### src/rtl/calc2_engine.sv
// ----------------------------------------------------------------------------
// calc2_engine
//   Four-port tagged integer calculator. Each requester port issues
//   add/sub/shift commands with a 2-bit tag. One shared add/sub unit and one
//   shared shift unit execute them. Each result returns on the port that
//   issued the request, with that request's tag.
//
// Ports
//   c_clk                 clock, all state on rising edge
//   reset                 asynchronous active-low reset
//   reqN_cmd_in  [3:0]    N=1..4: 0 none, 1 ADD, 2 SUB, 5 SHL, 6 SHR, others invalid
//   reqN_data_in [31:0]   operand1 in the command cycle, operand2 in the next cycle
//   reqN_tag_in  [1:0]    request tag, sampled in the command cycle
//   out_respN    [1:0]    0 none, 1 success, 2 overflow/underflow/invalid
//   out_dataN    [31:0]   result, 0 unless out_respN == 1
//   out_tagN     [1:0]    tag of the request being answered
//   dbg_cap_state_o [7:0] capture FSM state of each port, 2 bits per port
//                         (port1 in [1:0] ... port4 in [7:6])
//
// Request protocol (there is no ready/back-pressure): a port presents
// cmd != 0 with tag and operand1 for one cycle, then operand2 in the next
// cycle. The following cycle is a commit cycle in which cmd is ignored, so a
// new command is accepted two edges after operand2 was sampled. A command
// whose tag is still outstanding on that port is consumed and then dropped
// with no response.
//
// Pipeline, for operand2 latched at edge E:
//   E+1  request written into the per-port pending buffer (commit)
//   E+2  arbiter moves it into the add/sub or shift stage register
//   E+3  result registered on the port outputs, held for one cycle
// ----------------------------------------------------------------------------
module calc2_engine (
  input  logic        c_clk,
  input  logic        reset,
  input  logic [3:0]  req1_cmd_in,
  input  logic [31:0] req1_data_in,
  input  logic [1:0]  req1_tag_in,
  input  logic [3:0]  req2_cmd_in,
  input  logic [31:0] req2_data_in,
  input  logic [1:0]  req2_tag_in,
  input  logic [3:0]  req3_cmd_in,
  input  logic [31:0] req3_data_in,
  input  logic [1:0]  req3_tag_in,
  input  logic [3:0]  req4_cmd_in,
  input  logic [31:0] req4_data_in,
  input  logic [1:0]  req4_tag_in,
  output logic [1:0]  out_resp1,
  output logic [31:0] out_data1,
  output logic [1:0]  out_tag1,
  output logic [1:0]  out_resp2,
  output logic [31:0] out_data2,
  output logic [1:0]  out_tag2,
  output logic [1:0]  out_resp3,
  output logic [31:0] out_data3,
  output logic [1:0]  out_tag3,
  output logic [1:0]  out_resp4,
  output logic [31:0] out_data4,
  output logic [1:0]  out_tag4,
  output logic [7:0]  dbg_cap_state_o
);

  localparam logic [3:0] CMD_NONE = 4'd0;
  localparam logic [3:0] CMD_ADD  = 4'd1;
  localparam logic [3:0] CMD_SUB  = 4'd2;
  localparam logic [3:0] CMD_SHL  = 4'd5;
  localparam logic [3:0] CMD_SHR  = 4'd6;

  localparam logic [1:0] RESP_NONE = 2'd0;
  localparam logic [1:0] RESP_OK   = 2'd1;
  localparam logic [1:0] RESP_ERR  = 2'd2;

  typedef enum logic [1:0] {
    CAP_IDLE   = 2'd0,
    CAP_OP2    = 2'd1,
    CAP_COMMIT = 2'd2
  } cap_state_e;

  // Input bundling so per-port logic can be written as loops
  logic [3:0]  cmd_in  [4];
  logic [31:0] data_in [4];
  logic [1:0]  tag_in  [4];

  assign cmd_in[0]  = req1_cmd_in;
  assign cmd_in[1]  = req2_cmd_in;
  assign cmd_in[2]  = req3_cmd_in;
  assign cmd_in[3]  = req4_cmd_in;
  assign data_in[0] = req1_data_in;
  assign data_in[1] = req2_data_in;
  assign data_in[2] = req3_data_in;
  assign data_in[3] = req4_data_in;
  assign tag_in[0]  = req1_tag_in;
  assign tag_in[1]  = req2_tag_in;
  assign tag_in[2]  = req3_tag_in;
  assign tag_in[3]  = req4_tag_in;

  // Capture path
  cap_state_e  cap_state_q [4];
  cap_state_e  cap_state_d [4];
  logic [3:0]  cap_cmd_q   [4];
  logic [1:0]  cap_tag_q   [4];
  logic [31:0] cap_op1_q   [4];
  logic [31:0] cap_op2_q   [4];
  logic        cap_drop_q  [4];
  logic        tag_busy    [4];
  logic        commit      [4];

  // Pending buffer, indexed by tag. older_q[p][i][j] = entry i older than j.
  logic [3:0]       pend_v_q   [4];
  logic [3:0]       pend_v_d   [4];
  logic [3:0][3:0]  older_q    [4];
  logic [3:0][3:0]  older_d    [4];
  logic [3:0]       pend_cmd_q [4][4];
  logic [31:0]      pend_op1_q [4][4];
  logic [31:0]      pend_op2_q [4][4];

  // Arbitration
  logic [3:0] add_m [4];
  logic [3:0] shf_m [4];
  logic [3:0] add_req;
  logic [3:0] shf_req;
  logic [3:0] shf_mask;
  logic       add_gnt_v;
  logic [1:0] add_port;
  logic [1:0] add_tag;
  logic       shf_gnt_v;
  logic [1:0] shf_port;
  logic [1:0] shf_tag;
  logic [1:0] add_last_q;
  logic [1:0] shf_last_q;

  // Execution stages
  logic        as_v_q;
  logic [1:0]  as_port_q;
  logic [1:0]  as_tag_q;
  logic [3:0]  as_cmd_q;
  logic [31:0] as_op1_q;
  logic [31:0] as_op2_q;
  logic        ss_v_q;
  logic [1:0]  ss_port_q;
  logic [1:0]  ss_tag_q;
  logic        ss_left_q;
  logic [31:0] ss_op1_q;
  logic [4:0]  ss_amt_q;

  // Results / outputs
  logic [32:0] sum;
  logic [1:0]  add_resp;
  logic [31:0] add_data;
  logic [31:0] shf_data;
  logic [1:0]  out_resp_q [4];
  logic [1:0]  out_resp_d [4];
  logic [31:0] out_data_q [4];
  logic [31:0] out_data_d [4];
  logic [1:0]  out_tag_q  [4];
  logic [1:0]  out_tag_d  [4];

  // Oldest entry in mask m: the one no other masked entry is older than.
  function automatic logic [1:0] pick_oldest(input logic [3:0] m,
                                             input logic [3:0][3:0] older);
    logic [1:0] r;
    logic       blocked;
    r = 2'd0;
    for (int i = 0; i < 4; i++) begin
      blocked = 1'b0;
      for (int j = 0; j < 4; j++) begin
        if (m[j] && older[j][i]) blocked = 1'b1;
      end
      if (m[i] && !blocked) r = 2'(i);
    end
    return r;
  endfunction

  // Round-robin starting after 'last'; scanning from far to near so the
  // nearest requester wins. Returns {found, port}.
  function automatic logic [2:0] rr_pick(input logic [3:0] req,
                                         input logic [1:0] last);
    logic [2:0] r;
    logic [1:0] idx;
    r = 3'd0;
    for (int k = 4; k >= 1; k--) begin
      idx = last + 2'(k);
      if (req[idx]) r = {1'b1, idx};
    end
    return r;
  endfunction

  // ---------------------------------------------------------------- capture
  // A tag is outstanding while pending or sitting in either execution stage.
  always_comb begin
    for (int p = 0; p < 4; p++) begin
      tag_busy[p] = pend_v_q[p][tag_in[p]]
                  | (as_v_q && as_port_q == 2'(p) && as_tag_q == tag_in[p])
                  | (ss_v_q && ss_port_q == 2'(p) && ss_tag_q == tag_in[p]);
      commit[p]   = (cap_state_q[p] == CAP_COMMIT) && !cap_drop_q[p];
    end
  end

  always_comb begin
    for (int p = 0; p < 4; p++) begin
      cap_state_d[p] = cap_state_q[p];
      case (cap_state_q[p])
        CAP_IDLE:   if (cmd_in[p] != CMD_NONE) cap_state_d[p] = CAP_OP2;
        CAP_OP2:    cap_state_d[p] = CAP_COMMIT;
        CAP_COMMIT: cap_state_d[p] = CAP_IDLE;
        default:    cap_state_d[p] = CAP_IDLE;
      endcase
    end
  end

  always_ff @(posedge c_clk or negedge reset) begin
    if (!reset) begin
      for (int p = 0; p < 4; p++) begin
        cap_state_q[p] <= CAP_IDLE;
        cap_cmd_q[p]   <= '0;
        cap_tag_q[p]   <= '0;
        cap_op1_q[p]   <= '0;
        cap_op2_q[p]   <= '0;
        cap_drop_q[p]  <= 1'b0;
      end
    end else begin
      for (int p = 0; p < 4; p++) begin
        cap_state_q[p] <= cap_state_d[p];
        if (cap_state_q[p] == CAP_IDLE && cmd_in[p] != CMD_NONE) begin
          cap_cmd_q[p]  <= cmd_in[p];
          cap_tag_q[p]  <= tag_in[p];
          cap_op1_q[p]  <= data_in[p];
          cap_drop_q[p] <= tag_busy[p];
        end
        if (cap_state_q[p] == CAP_OP2) cap_op2_q[p] <= data_in[p];
      end
    end
  end

  // ------------------------------------------------------------ arbitration
  always_comb begin
    for (int p = 0; p < 4; p++) begin
      for (int t = 0; t < 4; t++) begin
        add_m[p][t] = pend_v_q[p][t] &&
                      !(pend_cmd_q[p][t] == CMD_SHL || pend_cmd_q[p][t] == CMD_SHR);
        shf_m[p][t] = pend_v_q[p][t] &&
                      (pend_cmd_q[p][t] == CMD_SHL || pend_cmd_q[p][t] == CMD_SHR);
      end
      add_req[p] = |add_m[p];
      shf_req[p] = |shf_m[p];
    end
    {add_gnt_v, add_port} = rr_pick(add_req, add_last_q);
    // Keep each port to one result per cycle.
    shf_mask = shf_req;
    if (add_gnt_v) shf_mask[add_port] = 1'b0;
    {shf_gnt_v, shf_port} = rr_pick(shf_mask, shf_last_q);
    add_tag = pick_oldest(add_m[add_port], older_q[add_port]);
    shf_tag = pick_oldest(shf_m[shf_port], older_q[shf_port]);
  end

  // ------------------------------------------------------- pending buffer
  always_comb begin
    pend_v_d = pend_v_q;
    older_d  = older_q;
    for (int p = 0; p < 4; p++) begin
      if (add_gnt_v && add_port == 2'(p)) pend_v_d[p][add_tag] = 1'b0;
      if (shf_gnt_v && shf_port == 2'(p)) pend_v_d[p][shf_tag] = 1'b0;
      if (commit[p]) begin
        pend_v_d[p][cap_tag_q[p]] = 1'b1;
        // Everything already present is older than the new entry.
        for (int j = 0; j < 4; j++) begin
          older_d[p][j][cap_tag_q[p]] = pend_v_q[p][j];
          older_d[p][cap_tag_q[p]][j] = 1'b0;
        end
      end
    end
  end

  always_ff @(posedge c_clk or negedge reset) begin
    if (!reset) begin
      for (int p = 0; p < 4; p++) begin
        pend_v_q[p] <= '0;
        older_q[p]  <= '0;
        for (int t = 0; t < 4; t++) begin
          pend_cmd_q[p][t] <= '0;
          pend_op1_q[p][t] <= '0;
          pend_op2_q[p][t] <= '0;
        end
      end
    end else begin
      for (int p = 0; p < 4; p++) begin
        pend_v_q[p] <= pend_v_d[p];
        older_q[p]  <= older_d[p];
        if (commit[p]) begin
          pend_cmd_q[p][cap_tag_q[p]] <= cap_cmd_q[p];
          pend_op1_q[p][cap_tag_q[p]] <= cap_op1_q[p];
          pend_op2_q[p][cap_tag_q[p]] <= cap_op2_q[p];
        end
      end
    end
  end

  // ------------------------------------------------------ execution stages
  always_ff @(posedge c_clk or negedge reset) begin
    if (!reset) begin
      add_last_q <= 2'd3;
      shf_last_q <= 2'd3;
      as_v_q     <= 1'b0;
      as_port_q  <= '0;
      as_tag_q   <= '0;
      as_cmd_q   <= '0;
      as_op1_q   <= '0;
      as_op2_q   <= '0;
      ss_v_q     <= 1'b0;
      ss_port_q  <= '0;
      ss_tag_q   <= '0;
      ss_left_q  <= 1'b0;
      ss_op1_q   <= '0;
      ss_amt_q   <= '0;
    end else begin
      as_v_q <= add_gnt_v;
      if (add_gnt_v) begin
        add_last_q <= add_port;
        as_port_q  <= add_port;
        as_tag_q   <= add_tag;
        as_cmd_q   <= pend_cmd_q[add_port][add_tag];
        as_op1_q   <= pend_op1_q[add_port][add_tag];
        as_op2_q   <= pend_op2_q[add_port][add_tag];
      end
      ss_v_q <= shf_gnt_v;
      if (shf_gnt_v) begin
        shf_last_q <= shf_port;
        ss_port_q  <= shf_port;
        ss_tag_q   <= shf_tag;
        ss_left_q  <= (pend_cmd_q[shf_port][shf_tag] == CMD_SHL);
        ss_op1_q   <= pend_op1_q[shf_port][shf_tag];
        ss_amt_q   <= pend_op2_q[shf_port][shf_tag][4:0];
      end
    end
  end

  // --------------------------------------------------------------- results
  always_comb begin
    sum      = {1'b0, as_op1_q} + {1'b0, as_op2_q};
    add_resp = RESP_ERR;
    add_data = '0;
    case (as_cmd_q)
      CMD_ADD: begin
        if (!sum[32]) begin
          add_resp = RESP_OK;
          add_data = sum[31:0];
        end
      end
      CMD_SUB: begin
        if (as_op2_q <= as_op1_q) begin
          add_resp = RESP_OK;
          add_data = as_op1_q - as_op2_q;
        end
      end
      default: ;
    endcase
    shf_data = ss_left_q ? (ss_op1_q << ss_amt_q) : (ss_op1_q >> ss_amt_q);

    for (int p = 0; p < 4; p++) begin
      out_resp_d[p] = RESP_NONE;
      out_data_d[p] = '0;
      out_tag_d[p]  = '0;
      if (as_v_q && as_port_q == 2'(p)) begin
        out_resp_d[p] = add_resp;
        out_data_d[p] = add_data;
        out_tag_d[p]  = as_tag_q;
      end else if (ss_v_q && ss_port_q == 2'(p)) begin
        out_resp_d[p] = RESP_OK;
        out_data_d[p] = shf_data;
        out_tag_d[p]  = ss_tag_q;
      end
    end
  end

  always_ff @(posedge c_clk or negedge reset) begin
    if (!reset) begin
      for (int p = 0; p < 4; p++) begin
        out_resp_q[p] <= RESP_NONE;
        out_data_q[p] <= '0;
        out_tag_q[p]  <= '0;
      end
    end else begin
      for (int p = 0; p < 4; p++) begin
        out_resp_q[p] <= out_resp_d[p];
        out_data_q[p] <= out_data_d[p];
        out_tag_q[p]  <= out_tag_d[p];
      end
    end
  end

  assign out_resp1 = out_resp_q[0];
  assign out_data1 = out_data_q[0];
  assign out_tag1  = out_tag_q[0];
  assign out_resp2 = out_resp_q[1];
  assign out_data2 = out_data_q[1];
  assign out_tag2  = out_tag_q[1];
  assign out_resp3 = out_resp_q[2];
  assign out_data3 = out_data_q[2];
  assign out_tag3  = out_tag_q[2];
  assign out_resp4 = out_resp_q[3];
  assign out_data4 = out_data_q[3];
  assign out_tag4  = out_tag_q[3];

  assign dbg_cap_state_o = {cap_state_q[3], cap_state_q[2],
                            cap_state_q[1], cap_state_q[0]};

endmodule

### config.mk
export PLATFORM = sky130hd
export DESIGN_NAME = calc2_engine
export DESIGN_NICKNAME = d
export VERILOG_FILES = /design/src/rtl/calc2_engine.sv
export SDC_FILE = /design/constraint.sdc
export NUM_CORES = 2
export LEC_CHECK = 0
export CAP_MARGIN = 10
export CORE_UTILIZATION = 30
export DETAILED_ROUTE_END_ITERATION = 10
export PLACE_DENSITY = 0.43
export SYNTH_ARGS = -nofsm -noshare
export SYNTH_HDL_FRONTEND = slang
export SYNTH_SLANG_ARGS = --single-unit
export TNS_END_PERCENT = 100
### constraint.sdc
create_clock -name c_clk -period 8.6 [get_ports c_clk]
set_input_delay 2.58 -clock c_clk [delete_from_list [all_inputs] [get_ports c_clk]]
set_output_delay 2.58 -clock c_clk [all_outputs]
set_load 0.05 [all_outputs]
==> flow_summary.json <==
{
  "status": "finished clean",
  "synth_top_family_by_area": "multiplexers",
  "startpoint_type": "register",
  "io_pins": 306,
  "syn_avg_cell_area_um2": 10.22,
  "dpl.hpwl_mm": 259.8,
  "synthSimpleGateAreaFrac": 0.1322,
  "n_fill_cell": 28116,
  "crit_path_end_kind": "register",
  "drc": 0,
  "maxSlewViolCount": 0,
  "first_pass_iters": 10,
  "rrSetupSlack_ps": 2400,
  "crit_type": "reg -> reg",
  "cap_violations": 0,
  "grt_util_all_layers": 0.2784,
  "clk_path_buf_depth": 4,
  "gp_congestion": 0.9266,
  "min_path_type": "reg -> reg",
  "start_util": 0.3021,
  "final_cells": 12238,
  "synth_top_area_frac": 0.5043,
  "setup_viol": 0,
  "numPortBuffers": 305,
  "clock_latency_ps": 910,
  "root_buffer": "clkbuf_16",
  "final-hold-violation-count": 0,
  "synthCells": 8273,
  "syn_to_final_growth_pct": 16.68,
  "via_per_inst": 5.774,
  "final_util": 0.3525,
  "first_global_vias": 68022,
  "postRouteAntennaNets": 0,
  "grt_max_degree": 179,
  "max_freq_ghz": 0.1612,
  "rsz0062_at_grt": "false",
  "synthAdderAreaFrac": 0.009944,
  "placedCellCount": 11864,
  "ys_warn_count": 0,
  "first_iter_violations": 8255,
  "yosysMostFrequentCell": "nand2_1",
  "tightest_slew_ps": 1293,
  "arrival_ps": 6970,
  "maxSlewHeadroom": 0.1380,
  "async_reset_ff_frac": 1.000,
  "seq_area_frac_synth": 0.5055,
  "synth_cell_types": 105,
  "muxShareOfSynthArea": 0.1735,
  "die_h_um": 532.9,
  "grt_remaining_overflow": 0,
  "synth_common_cells": "nand2_1 (1990), dfrtp_1 (1704), mux2_2 (1095), clkbuf_1 (537), a21oi_1 (455)",
  "post_cts_buffers": 0,
  "skew_ps": 80.47,
  "cts_tree": "done",
  "cts-resized-gates": 0,
  "synth_compound_area_frac": 0.1440,
  "finalSetupTns_ps": 0,
  "postCtsHoldBufs": 0,
  "crit_required_ps": 9370,
  "clkTransAtPathRegs_ps": 60,
  "whs_ps": 472.9,
  "synth_nets": 8493,
  "fin_crit_sh": 0.7215,
  "synthTopCellsByArea": "dfrtp_1 (50%), mux2_2 (15%), nand2_1 (8.8%), a21oi_1 (2.7%), clkbuf_1 (2.4%)",
  "ys_seq_elements": 1708,
  "yosysTopAreaCell": "dfrtp_1",
  "num_rows": 194,
  "cts_max_level": 4,
  "fp.dieW_um": 532.9,
  "drive_gt1_frac": 0.2033,
  "r2r-end": "out_data4[7]$_DFF_PN0_",
  "antenna_found_initial": 24,
  "r2r_start": "as_op2_q[13]$_DFFE_PN0N_",
  "synth_area_um2": 84550,
  "num_vias": 70668,
  "synth_flop_cell": "dfrtp_1",
  "wire_per_inst_um": 33.08,
  "endpoint": "out_data4[7]$_DFF_PN0_",
  "drt-total-wl_mm": 404.9,
  "core-area_um2": 279900,
  "crit_start": "as_op2_q[13]$_DFFE_PN0N_",
  "critPathMaxFanout": 31,
  "cts_made_buffers": 202,
  "die_area_um2": 284000,
  "synth_xor_area_frac": 0.002782,
  "grt_pass1_wl_mm": 563.0,
  "r2r_cells": 15,
  "synth_edf_count": 0,
  "numClockSinks": 1708,
  "post-route-min-period_ps": 6205,
  "nNetsFinal": 8564
}
[logic make-up (layout without fill, tap and decap cells)]
| family | Yosys count | in the layout |
|---|---|---|
| adder cells (fa/ha/maj) | 66 | 66 |
| AO/OA/AOI/OAI | 1771 | 1771 |
| flip-flops | 1708 | 1708 |
| other | 0 | 8 |
| multiplexers | 1304 | 1304 |
| AND/OR/NAND/NOR | 2695 | 2695 |
| XOR/XNOR | 26 | 26 |
| buffers and inverters | 703 | 936 |
[placed cells by master (no fill, tap or decap), types with 16 or more instances in the layout]
| cell type | netlist | routed |
|---|---|---|
| o21ai_0 | 245 | 245 |
| clkbuf_1 | 537 | 58 |
| inv_1 | 83 | 81 |
| a31oi_1 | 99 | 99 |
| or3_1 | 17 | 17 |
| clkdlybuf4s50_1 | 0 | 304 |
| and3_1 | 25 | 24 |
| xnor2_1 | 20 | 20 |
| o22a_1 | 20 | 20 |
| ha_1 | 64 | 64 |
| mux2_2 | 1095 | 1095 |
| mux2i_1 | 189 | 189 |
| o21bai_1 | 26 | 26 |
| o221a_1 | 16 | 16 |
| nand3_1 | 110 | 104 |
| a21boi_0 | 31 | 31 |
| a222oi_1 | 88 | 88 |
| mux4_2 | 20 | 20 |
| nor3_1 | 36 | 26 |
| clkinv_2 | 0 | 33 |
| nor4_1 | 22 | 22 |
| clkbuf_8 | 0 | 47 |
| a21o_1 | 20 | 19 |
| dfrtp_1 | 1704 | 1701 |
| nand2b_1 | 59 | 59 |
| a211oi_1 | 110 | 99 |
| o21ai_2 | 18 | 18 |
| nor2_1 | 270 | 263 |
| clkbuf_16 | 0 | 205 |
| and2_1 | 82 | 79 |
| o22ai_1 | 175 | 175 |
| buf_12 | 0 | 25 |
| a21oi_1 | 455 | 455 |
| buf_4 | 4 | 149 |
| a22o_1 | 91 | 90 |
| nand2_1 | 1990 | 1984 |
| a221oi_1 | 215 | 215 |
[area by class of cell]
class | instances | area, um^2 | share of cell area
sequential | 1708 | 42750 | 0.4333
multi-input combinational | 5862 | 39510 | 0.4005
clock buffer | 310 | 5995 | 0.06076
timing repair buffer | 481 | 4745 | 0.04809
tap | 3724 | 4659 | 0.04723
clock inverter | 56 | 635.6 | 0.006443
inverter | 89 | 337.8 | 0.003424
antenna | 8 | 20.02 | 0.0002029
[how the worst min path moves through the flow]
stage / cells past startpoint / start / to / slack [ps]
global route: 2 / pend_op2_q[208]$_DFFE_PN0P_ / pend_op2_q[208]$_DFFE_PN0P_ / 490
detailed placement: 2 / pend_op2_q[88]$_DFFE_PN0P_ / pend_op2_q[88]$_DFFE_PN0P_ / 460
global placement: 2 / pend_op2_q[297]$_DFFE_PN0P_ / pend_op2_q[297]$_DFFE_PN0P_ / 460
CTS: 2 / pend_op2_q[219]$_DFFE_PN0P_ / pend_op2_q[219]$_DFFE_PN0P_ / 480
floorplan: 2 / pend_op2_q[95]$_DFFE_PN0P_ / pend_op2_q[95]$_DFFE_PN0P_ / 440
finish: 2 / pend_op2_q[88]$_DFFE_PN0P_ / pend_op2_q[88]$_DFFE_PN0P_ / 470
[critical path, cell delays in order, from the launching register on]
cell and delay, ps:
dfrtp_1 580, inv_1 320, ha_1 540, inv_1 150, a21oi_1 160, o21bai_1 80, a21oi_1 350, o221ai_1 180
a21oi_1 620, o21ai_0 440, o21ai_0 560, o211a_1 270, buf_4 380, a221oi_1 160, a21oi_1 910, a2bb2o_1 290
[metal layers]
metal	global-route usage	share of wire	vias up
li1	-	-	29737
met1	0.3975	0.45	36751
met2	0.4203	0.43	3527
met3	0.05263	0.079	651
met4	0.09245	0.036	2
met5	0	0.000042	-
[flip-flops by register name, indices dropped and copies added (netlist names), 16 cells and up]
register and flops:
cap_op1_q 128, as_op1_q 32, older_q 48, as_op2_q 32, cap_cmd_q 16, cap_op2_q 128, pend_cmd_q 64, out_data3 32
pend_v_q 16, out_data2 32, out_data4 32, ss_op1_q 32, pend_op1_q 512, pend_op2_q 512, out_data1 32
[per-stage QoR]
step                setup slack, ps  cell area (um^2)
finish                         2395             98660
floorplan                      4549             84550
detailed placement             2439             92010
global route                   2188             98640
CTS                            2410             98640
global placement               2498             91940
Power is not shown: default switching activity piles up to over one toggle a cycle in this logic, so the estimate is an artifact.
